[config.mk]
export PLATFORM = sky130hd
export DESIGN_NAME = vector_fetch_decode
export DESIGN_NICKNAME = d
export VERILOG_FILES = /design/src/rtl/vector_fetch_decode.sv
export SDC_FILE = /design/constraint.sdc
export NUM_CORES = 1
export LEC_CHECK = 0
export CAP_MARGIN = 0
export CELL_PAD_IN_SITES_DETAIL_PLACEMENT = 1
export CELL_PAD_IN_SITES_GLOBAL_PLACEMENT = 1
export CORE_MARGIN = 4
export CORE_UTILIZATION = 30
export DETAILED_ROUTE_END_ITERATION = 10
export PLACE_DENSITY = 0.61
export SLEW_MARGIN = 40
export SYNTH_ARGS = -nofsm -noshare
export SYNTH_HDL_FRONTEND = slang
export SYNTH_SLANG_ARGS = --single-unit
[constraint.sdc]
create_clock -name clock -period 18.1 [get_ports clock]
set_clock_uncertainty 0.05 [all_clocks]
set_input_delay 3.62 -clock clock [delete_from_list [all_inputs] [get_ports clock]]
set_output_delay 3.62 -clock clock [all_outputs]
set_load 0.1 [all_outputs]
[src/rtl/vector_fetch_decode.sv]
// vector_fetch_decode: a multi-cycle fetch/decode front end for a vector processor.
// Each instruction takes three cycles: FETCH drives the instruction-memory read,
// WAIT captures the returned word and its scalar-register operands, and ISSUE
// presents the decoded fields downstream.
// LDI writes the scalar file at its ISSUE edge. That edge comes before the next
// instruction's WAIT edge, so the next instruction sees the new value without
// any forwarding path.
module vector_fetch_decode #(
    parameter int PC_WIDTH  = 8,
    parameter int NUM_SREGS = 8
) (
    input  logic                clock,
    input  logic                reset,
    input  logic                start,
    input  logic                stall,
    output logic                imem_en,
    output logic [PC_WIDTH-1:0] imem_addr,
    input  logic [31:0]         imem_rdata,
    output logic [4:0]          ID_OP,
    output logic [4:0]          ID_VD,
    output logic [4:0]          ID_VS,
    output logic [4:0]          ID_VT,
    output logic [11:0]         ID_SHAMT,
    output logic [15:0]         ID_IMM16,
    output logic [31:0]         register_mov_data,
    output logic [31:0]         data_memory_direction,
    output logic                ID_VALID,
    output logic                busy,
    output logic                halted,
    output logic [PC_WIDTH-1:0] pc
);

    localparam int         SIDX_W  = (NUM_SREGS > 1) ? $clog2(NUM_SREGS) : 1;
    localparam logic [4:0] OP_LDI  = 5'b11110;
    localparam logic [4:0] OP_HALT = 5'b11111;

    typedef enum logic [2:0] {
        S_IDLE,
        S_FETCH,
        S_WAIT,
        S_ISSUE,
        S_HALT
    } state_t;

    state_t              state_q;
    logic [PC_WIDTH-1:0] pc_q;
    logic [31:0]         instr_q;
    logic [31:0]         mov_q;
    logic [31:0]         dmd_q;
    logic [31:0]         sreg_q [NUM_SREGS];

    // Operand read uses the word arriving from memory, so it can be captured at the WAIT edge.
    logic [SIDX_W-1:0]   vs_idx;
    logic [31:0]         vs_val;
    logic [31:0]         rdata_imm_sext;

    // LDI write port, driven from the instruction held during ISSUE.
    logic [4:0]          op;
    logic [SIDX_W-1:0]   ldi_idx;
    logic [31:0]         ldi_val;
    logic                ldi_we;

    assign vs_idx         = imem_rdata[17 +: SIDX_W];
    assign vs_val         = sreg_q[vs_idx];
    assign rdata_imm_sext = {{16{imem_rdata[15]}}, imem_rdata[15:0]};

    assign op      = instr_q[31:27];
    assign ldi_idx = instr_q[22 +: SIDX_W];
    assign ldi_val = {{16{instr_q[15]}}, instr_q[15:0]};
    assign ldi_we  = (state_q == S_ISSUE) && (op == OP_LDI);

    // Scalar register file. Entry 0 is never written, so it keeps its reset value of zero.
    always_ff @(posedge clock or posedge reset) begin
        if (reset) begin
            for (int i = 0; i < NUM_SREGS; i++) begin
                sreg_q[i] <= '0;
            end
        end else if (ldi_we && (ldi_idx != '0)) begin
            sreg_q[ldi_idx] <= ldi_val;
        end
    end

    // Sequencer: the FSM, the program counter, the instruction register and the operand registers.
    always_ff @(posedge clock or posedge reset) begin
        if (reset) begin
            state_q <= S_IDLE;
            pc_q    <= '0;
            instr_q <= '0;
            mov_q   <= '0;
            dmd_q   <= '0;
        end else begin
            case (state_q)
                S_IDLE, S_HALT: begin
                    if (start) begin
                        pc_q    <= '0;
                        state_q <= S_FETCH;
                    end
                end
                S_FETCH: begin
                    state_q <= S_WAIT;
                end
                S_WAIT: begin
                    instr_q <= imem_rdata;
                    mov_q   <= vs_val;
                    dmd_q   <= vs_val + rdata_imm_sext;
                    state_q <= S_ISSUE;
                end
                S_ISSUE: begin
                    if (op == OP_HALT) begin
                        state_q <= S_HALT;
                    end else if ((op == OP_LDI) || !stall) begin
                        // The pc wraps naturally at 2^PC_WIDTH.
                        pc_q    <= pc_q + PC_WIDTH'(1);
                        state_q <= S_FETCH;
                    end
                end
                default: begin
                    state_q <= S_IDLE;
                end
            endcase
        end
    end

    assign imem_en               = (state_q == S_FETCH);
    assign imem_addr             = pc_q;
    assign pc                    = pc_q;
    assign busy                  = (state_q == S_FETCH) || (state_q == S_WAIT) || (state_q == S_ISSUE);
    assign halted                = (state_q == S_HALT);
    assign ID_VALID              = (state_q == S_ISSUE) && (op != OP_LDI) && (op != OP_HALT);
    assign ID_OP                 = instr_q[31:27];
    assign ID_VD                 = instr_q[26:22];
    assign ID_VS                 = instr_q[21:17];
    assign ID_VT                 = instr_q[16:12];
    assign ID_SHAMT              = instr_q[11:0];
    assign ID_IMM16              = instr_q[15:0];
    assign register_mov_data     = mov_q;
    assign data_memory_direction = dmd_q;

endmodule

**Yosys cells after proc, flatten, opt, wreduce, memory -nomap -nowiden**

Cells that the tools add are included.

- Register bits after elaboration: 363
- Bits of input ports: 36
- Output and inout bits: 132
- Word-level logic and storage cells: 61

- Add/sub/neg operators: 2
- $lt $le $gt $ge: 3
- Equality and inequality tests: 12
- Muxes and demuxes: 14
- Bitwise operators: 2
- Reduce and logical (&&, ||, !) cells: 15

Operators with widths:

| operator | count |
|---|---|
| $bwmux 256 | 1 |
| $bmux 32 s3 | 1 |
| $demux 32 s3 | 1 |
| $mux 32 | 3 |
| $add 32x32->32 | 1 |
| $mux 8 | 3 |
| $pmux 8 s2 | 1 |
| $pmux 3 s4 | 1 |
| $eq 5x5->1 const B | 2 |
| $ne 5x5->1 const B | 2 |
| $mux 3 | 3 |
| $add 8x1->8 const B | 1 |
| $ge 4x4->1 const B | 2 |
| $not 3->4 | 2 |
| $eq 3x2->1 const B | 2 |
| $ne 2x2->1 const B | 3 |
| $logic_and 1x1->1 | 5 |
| $lt 4x1->1 const B | 1 |
| $reduce_and 4->1 | 1 |
| $eq 3x1->1 const B | 1 |
| $eq 3x3->1 const B | 1 |
| $logic_not 3->1 | 1 |
| $logic_or 1x1->1 | 3 |
| $ne 3x3->1 const B | 1 |
| 5 further kinds | 5 |

**Longest topological paths before layout**

Gate-level depths: netlist of run 1.

- Word-level depth: 6
- Gate-level depth with buffers: 15
- Gate-level depth less buffers: 12

**Worst setup path before layout of run 1**

OpenSTA, ideal clock, no wires.

- Kind: in2reg
- From: in imem_rdata[17]
- To: reg dmd_q[15] (netlist: data_memory_direction[15])
- Setup time: 120 ps
- Arrival: 6,909 ps
- Data required time: 17,930 ps
- Path slack: 11,022 ps
- Stages: 14
- Path buffers: 2
- Path through: clkbuf_1 > buf_1 > mux4_2 > mux2i_1 > inv_1 > ha_1 > a21oi_1 > nand4b_1 > a21oi_1 > nor3_1 > o21ai_0 > fa_1 > nand2_1 > nand2_1

- Longest elaborated chain between the ends: 5

RTL lines:

| element | RTL line | RTL |
|---|---|---|
| start: declaration | 18 | `input logic [31:0] imem_rdata,` |
| $not 3->4 (implied by the code) | 64 | `assign vs_val = sreg_q[vs_idx];` |
| $bmux 32 s3 | 64 |  |
| $mux 32 (implied by the code) (2 in series) | 64 |  |
| via vs_val[1] | 54 | `logic [31:0] vs_val;` |
| $add 32x32->32 | 105 | `dmd_q <= vs_val + rdata_imm_sext;` |
| end signal: assignment | 105 |  |
| end: declaration | 49 | `logic [31:0] dmd_q;` |

The timed path passes the listed nets, and every way through them passes these cells. The select of a mux whose other input is x is not followed.
A chain may end at the register's enable or synchronous reset.

**Worst setup path in the final report of run 1**

Same ends and word-level chain as after synthesis.

==> results of run 1 <==
cells by family (layout without fill, tap and decap cells):
family	Yosys count	in the layout	synth area share
DFF	219	219	0.524
buffers and inverters	113	234	0.0602
and+or+nand+nor	281	281	0.119
muxes	163	163	0.213
xor gates and xnor gates	5	5	0.00419
adders and majority gates	20	20	0.0261
AOI/OAI and AO/OA	88	88	0.0536
routing by layer:
layer,part of all wire,GRT usage
met5,0,0
met4,0.018,0.0326
met3,0.041,0.0232
met2,0.47,0.243
met1,0.47,0.203
registers in the layout (all words and copies together), names as in the netlist:
name	count
instr_q	32
imem_addr	8
register_mov_data	16
data_memory_direction	32
sreg_q	128
state_q	3
synth_stat cells, types with 15 or more instances:
cell type,n,area share
a21oi_1,17,0.0081
buf_4,43,0.031
clkbuf_1,40,0.014
dfrtp_1,219,0.52
ha_1,17,0.020
mux2_2,114,0.12
mux4_2,32,0.069
nand2_1,176,0.063
nand3_1,17,0.0081
nor2_1,36,0.013
nor3_1,15,0.0072
o21ai_0,30,0.014
through the flow:
step / cells / area, um^2 / worst slack (ns)
floorplan: 889 / 10500 / 8.44
global placement: 1417 / 12200 / 10.49
detailed placement: 1421 / 11600 / 10.61
CTS: 1465 / 12500 / 11.15
global route: 1465 / 12500 / 10.78
finish: 1465 / 12500 / 11.17
path summary, 6_finish.rpt:
| path | from | endpoint | slack (ns) | cells past startpoint |
|---|---|---|---|---|
| worst max-delay path | imem_rdata[17] | data_memory_direction[15]$_DFFE_PP0P_ | 11.17 | 14 |
| worst min-delay path | sreg_q[224]$_DFFE_PP0P_ | sreg_q[224]$_DFFE_PP0P_ | 0.32 | 0 |
| worst max register to register | sreg_q[97]$_DFFE_PP0P_ | data_memory_direction[15]$_DFFE_PP0P_ | 14.61 | 12 |
| worst min register to register | sreg_q[224]$_DFFE_PP0P_ | sreg_q[224]$_DFFE_PP0P_ | 0.32 | 0 |
| max in group asynchronous | reset | sreg_q[206]$_DFFE_PP0P_ | 13.36 | 3 |
| min in group asynchronous | reset | data_memory_direction[3]$_DFFE_PP0P_ | 3.52 | 2 |
final cells by class:
type	instances	area, um^2	area share
Clock buffer	34	678	0.0544
Timing Repair Buffer	180	1120	0.0901
Clock inverter	10	193	0.0154
Inverter	10	45.0	0.00361
Tap cell	455	569	0.0456
Sequential cell	219	5480	0.439
Multi-Input combinational cell	557	4380	0.351
critical path, cell delays in order:
cell	delay [ns]
buf_2	0.08
buf_4	0.50
mux4_2	0.57
mux2i_1	0.33
inv_1	0.08
ha_1	0.28
a21oi_1	0.07
nand4b_1	0.24
a21oi_1	0.42
nor3_1	0.09
o21ai_0	0.35
fa_1	0.48
nand2_1	0.07
nand2_1	0.05
==> results.toml, run 1 <==
[synthesis]
yosysUniqueCellTypes = 61
synth_edf_count = 0
syn-num-nets = 945
ys_ff_latch = 219
syn_area_um2 = 10500
synthArstFlopShare = 1.00
ys_seq_area_frac = 0.524
avgSynthCellArea_um2 = 11.8
postSynthCellCount = 889
ys_warn_count = 0
synth_flop_cell = "dfrtp_1"

[floorplan]
dieArea_um2 = 37900
initial_utilization = 0.304
io_pins = 168
fp-row-count = 68
die_x_um = 195
core_um2 = 34500
die_h_um = 195

[timing]
post-route-period-util = 0.383
max-slew-margin-rel = 0.511
fmax_mhz = 144
worst_slew_pin_slew_ns = 0.733
setup_viol = 0
whs_ns = 0.323
min_period_ns = 6.93
finalSetupTns_ns = 0
finalHoldViolCount = 0
slew_violations = 0
rsz0062_at_grt = "false"

[clocking]
post_cts_buffers = 0
cts_resized = 0
cts_buffer_depth = 3
cts_sinks = 219
cts_htree_levels = 1
ctsRootBufferMaster = "clkbuf_16"
cts_made_buffers = 24
cts_hold_buf = 0
clk_pin_slew_ns = 0.06
cts_tree = "done"
clkLatencyLatePin_ns = 0.53

[grt]
grt_pass1_vias = 7517
grt_use_total = 0.146
grt_pass1_wl_um = 44900
antenna_found_initial = 0
grt_max_degree = 88
grt_overflow = 0

[worst_setup_path]
crit_type = "in -> reg"
worstPathArrival_ns = 7.29
cp_max_fo = 33
cp-start-kind = "input pin"
crit_required_ns = 18.46
cp-end-kind = "register"

[routing]
drt_iter0_markers = 386
viasPerCell = 4.78
num_vias = 7000
detail-route-antenna-nets = 0
wire_per_inst_um = 19.3
drc = 0
drt_first_pass_iters = 4
wl_um = 28300

[place]
place.gp.congestion = 0.750
dp_hpwl_um = 19200
io_buffers = 167

[cells_and_area]
area_delta_synth_final_pct = 19.2
antenna_cells = 0
mostFrequentLayoutCells = "dfrtp_1 (219), nand2_1 (176), buf_2 (133)"
final_common_cell = "dfrtp_1"
n_fill_cell = 3704
drive_gt1_frac = 0.353
final_core_util = 0.362
fin_nets = 1048

[hold_path]
min_path_type = "reg -> reg"

[run]
maxCapViolCount = 0

[status]
status = "finished clean"
Power of run 1 is not shown: default switching activity piles up to over one toggle a cycle in this logic, so the estimate is an artifact.
==> run 2: changes to the inputs <==
- clock period: 18.1 -> 7.13 ns (I/O delays scaled with it)
==> results.toml, run 2 (synthesis results as in run 1) <==
[status]
status = "finished clean"

[cells_and_area]
largest_register = "sreg_q"
final_common_cell = "dfrtp_1"
n_fill_cell = 3755
fin_nets = 1051
drive_gt1_frac = 0.357
mostFrequentLayoutCells = "dfrtp_1 (219), nand2_1 (176), buf_2 (133)"
largest_reg_flops = 128
area_delta_synth_final_pct = 19.2

[worst_setup_path]
cp_max_fo = 9
crit_required_ns = 7.49
crit_family = "buffers and inverters"
r2r_cells = 12
cp.depth = 12
cp-end-kind = "register"
path_buf_inv = 2
cp_cell_sequence = "clkdlybuf4s50_1 -> buf_4 -> mux2_2 -> ha_1 -> and3_1 -> nand4_1 -> a21oi_1 -> nor3_1 -> o21ai_0 -> fa_1 -> nand2_1 -> nand2_1"
crit_type = "in -> reg"
max_stage_delay_ns = 0.85
crit_top_cell = "nand2_1"
worstPathArrival_ns = 5.11
cp-start-kind = "input pin"
crit_path_top_delay_cell = "clkdlybuf4s50_1"
r2r_slack_ns = 3.58

[clocking]
cts_buffer_depth = 3
cts_resized = 0
clkLatencyLatePin_ns = 0.55
post_cts_buffers = 0
cts_made_buffers = 25
cts_sinks = 219
cts_hold_buf = 0
ctsRootBufferMaster = "clkbuf_16"
cts_tree = "done"
cts_htree_levels = 1
clk_pin_slew_ns = 0.06

[grt]
grt_overflow = 0
antenna_found_initial = 1
grt_pass1_vias = 7322
grt_max_degree = 101
grt_use_total = 0.146
grt_pass1_wl_um = 44700

[routing]
drt_iter0_markers = 324
detail-route-antenna-nets = 0
drt_first_pass_iters = 4
viasPerCell = 4.78
wire_per_inst_um = 19.5
drc = 0
num_vias = 7016
wl_um = 28600

[hold_path]
min_path_type = "reg -> reg"
hold_depth = 0

[floorplan]
io_pins = 168
initial_utilization = 0.304
fp-row-count = 68
die_h_um = 195
dieArea_um2 = 37900
core_um2 = 34500
die_x_um = 195

[timing]
max-slew-margin-rel = 0.522
min_period_ns = 4.74
slew_violations = 0
rsz0062_at_grt = "false"
finalHoldViolCount = 0
finalSetupTns_ns = 0
post-route-period-util = 0.665
setup_viol = 0
worst_slew_pin_slew_ns = 0.717
fmax_mhz = 211

[place]
place.gp.congestion = 0.822
dp_hpwl_um = 19500
io_buffers = 167

[run]
maxCapViolCount = 0
[run 2: cell type report]
type / instances / area (um^2) / share of cell area
inverter: 10 / 41.3 / 0.00331
timing repair buffer: 182 / 1170 / 0.0936
clock buffer: 36 / 747 / 0.0599
clock inverter: 8 / 88.8 / 0.00712
multi-input combinational: 557 / 4380 / 0.351
tap: 455 / 569 / 0.0456
sequential: 219 / 5480 / 0.439
antenna: 1 / 2.50 / 0.000201
[run 2: worst paths after layout]
path	start	end
max in group asynchronous	reset	sreg_q[76]$_DFFE_PP0P_
setup / recovery	imem_rdata[19]	data_memory_direction[15]$_DFFE_PP0P_
hold / removal	sreg_q[232]$_DFFE_PP0P_	sreg_q[232]$_DFFE_PP0P_
min in group asynchronous	reset	register_mov_data[3]$_DFFE_PP0P_
setup reg to reg	sreg_q[1]$_DFFE_PP0P_	data_memory_direction[15]$_DFFE_PP0P_
hold reg to reg	sreg_q[232]$_DFFE_PP0P_	sreg_q[232]$_DFFE_PP0P_
[run 2: through the flow]
step | cell area [um^2] | utilization | hold slack (ns) | setup slack, ns | instances
6_report | 12500 | 0.362 | 0.325 | 2.39 | 1468
5_1_grt | 12500 | 0.362 | 0.336 | 2.13 | 1468
4_1_cts | 12500 | 0.362 | 0.326 | 2.27 | 1467
3_5_place_dp | 11600 | 0.337 | 0.313 | 1.72 | 1423
3_3_place_gp | 12200 | 0.354 | 0.310 | 1.79 | 1419
2_1_floorplan | 10500 | - | 0.375 | 2.25 | 889
[run 2: per-layer routing]
metal	vias up	wire length, um	GRT usage	part of all wire
met5	-	0	0	0
met4	0	559	0.0347	0.020
met3	35	984	0.0211	0.034
met2	117	13700	0.242	0.48
met1	3601	13300	0.204	0.47
li1	3263	-	-	-
Power of run 2 is left out for the same reason.
==> run 3: changes to the inputs <==
- clock period: 7.13 -> 4.8 ns (I/O delays scaled with it)
==> results.toml, run 3 (synthesis results as in run 1) <==
[routing]
drt_iter0_markers = 277
num_vias = 7063
viasPerCell = 4.79
drc = 0
drt_first_pass_iters = 4
detail-route-antenna-nets = 0
wire_per_inst_um = 19.1
wl_um = 28200

[timing]
post-route-period-util = 0.803
whs_ns = 0.322
worst_slew_pin_slew_ns = 0.673
max-slew-margin-rel = 0.548
layout_setup_ws_ns = 0.944
setup_viol = 0
rsz0062_at_grt = "false"
finalSetupTns_ns = 0
min_period_ns = 3.86
finalHoldViolCount = 0
fmax_mhz = 259
slew_violations = 0

[cells_and_area]
area_delta_synth_final_pct = 21.3
mostFrequentLayoutCells = "dfrtp_1 (219), nand2_1 (176), buf_2 (134)"
final_core_util = 0.368
final_common_cell = "dfrtp_1"
multiInputGateArea_um2 = 4380
fin_nets = 1059
largest_reg_flops = 128
regArea_um2 = 5480
largest_register = "sreg_q"
drive_gt1_frac = 0.363
antenna_cells = 0
n_fill_cell = 3747

[worst_setup_path]
crit_family = "multiplexers"
crit_required_ns = 5.17
path_buf_inv = 3
r2r_slack_ns = 1.38
cp_max_fo = 17
cp_cell_sequence = "buf_2 -> buf_12 -> mux4_2 -> mux2i_1 -> inv_1 -> ha_1 -> a21oi_1 -> nand4b_1 -> a21oi_1 -> nor3_1 -> o21ai_0 -> fa_1 -> nand2_1 -> nand2_1"
critPathLaunch = "imem_rdata[17]"
cp-start-kind = "input pin"
crit_path_top_delay_cell = "mux4_2"
crit_type = "in -> reg"
r2r_cells = 12
endpoint = "data_memory_direction[15]$_DFFE_PP0P_"
cp-end-kind = "register"
max_stage_delay_ns = 0.50
rr_startpoint = "sreg_q[1]$_DFFE_PP0P_"
worstPathArrival_ns = 4.23
r2r-end = "data_memory_direction[15]$_DFFE_PP0P_"
cp.depth = 14

[floorplan]
die_x_um = 195
die_h_um = 195
core_um2 = 34500
io_pins = 168
dieArea_um2 = 37900
fp-row-count = 68
initial_utilization = 0.304

[clocking]
clk_pin_slew_ns = 0.06
cts_made_buffers = 26
clkLatencyLatePin_ns = 0.53
ctsRootBufferMaster = "clkbuf_16"
cts_sinks = 219
cts_resized = 0
cts_htree_levels = 1
post_cts_buffers = 0
cts_tree = "done"
cts_buffer_depth = 3
cts_hold_buf = 0

[grt]
antenna_found_initial = 0
grt_max_degree = 110
grt_overflow = 0
grt_pass1_wl_um = 45700
grt_use_total = 0.147
grt_pass1_vias = 7507

[place]
place.gp.congestion = 0.795
io_buffers = 167
dp_hpwl_um = 19600
preCtsSetupSlack_ns = 0.390

[hold_path]
min_path_type = "reg -> reg"

[run]
maxCapViolCount = 0

[status]
status = "finished clean"
run 3: worst reg2reg max path, delay by kind of cell (launching register included):
kind | cells | cell delay (ns)
multiplexers | 2 | 0.83
adder cells (fa/ha/maj) | 2 | 0.77
AO/OA/AOI/OAI | 3 | 0.74
AND/OR/NAND/NOR | 4 | 0.46
flip-flops | 1 | 0.38
buffers and inverters | 1 | 0.09
run 3: layout make-up:
type	count	share of cell area
Clock buffer	36	0.0597
Clock inverter	10	0.0171
Inverter	10	0.00325
Timing Repair Buffer	189	0.0983
Sequential cell	219	0.432
Tap cell	455	0.0448
Multi-Input combinational cell	557	0.345
run 3: worst min-delay path by stage:
| stage | start | endpoint | slack, ns | cells after the start |
|---|---|---|---|---|
| global route | sreg_q[230]$_DFFE_PP0P_ | sreg_q[230]$_DFFE_PP0P_ | 0.34 | 0 |
| finish | sreg_q[238]$_DFFE_PP0P_ | sreg_q[238]$_DFFE_PP0P_ | 0.32 | 0 |
| floorplan | sreg_q[224]$_DFFE_PP0P_ | sreg_q[224]$_DFFE_PP0P_ | 0.37 | 1 |
| detailed placement | sreg_q[238]$_DFFE_PP0P_ | sreg_q[238]$_DFFE_PP0P_ | 0.31 | 0 |
| global placement | sreg_q[237]$_DFFE_PP0P_ | sreg_q[237]$_DFFE_PP0P_ | 0.31 | 0 |
| CTS | sreg_q[227]$_DFFE_PP0P_ | sreg_q[227]$_DFFE_PP0P_ | 0.33 | 0 |
run 3: metal layers:
layer,vias to the layer above,global-route usage,routed length (um)
met5,-,0,0
met4,0,0.0269,397
met3,31,0.0224,1030
met2,119,0.249,13700
met1,3620,0.204,13100
li1,3293,-,-
run 3: stage by stage:
step	cell area (um^2)	std cells
floorplan	10500	889
global placement	12300	1427
detailed placement	11700	1430
CTS	12700	1476
global route	12700	1476
finish	12700	1476
Power of run 3 is left out for the same reason.
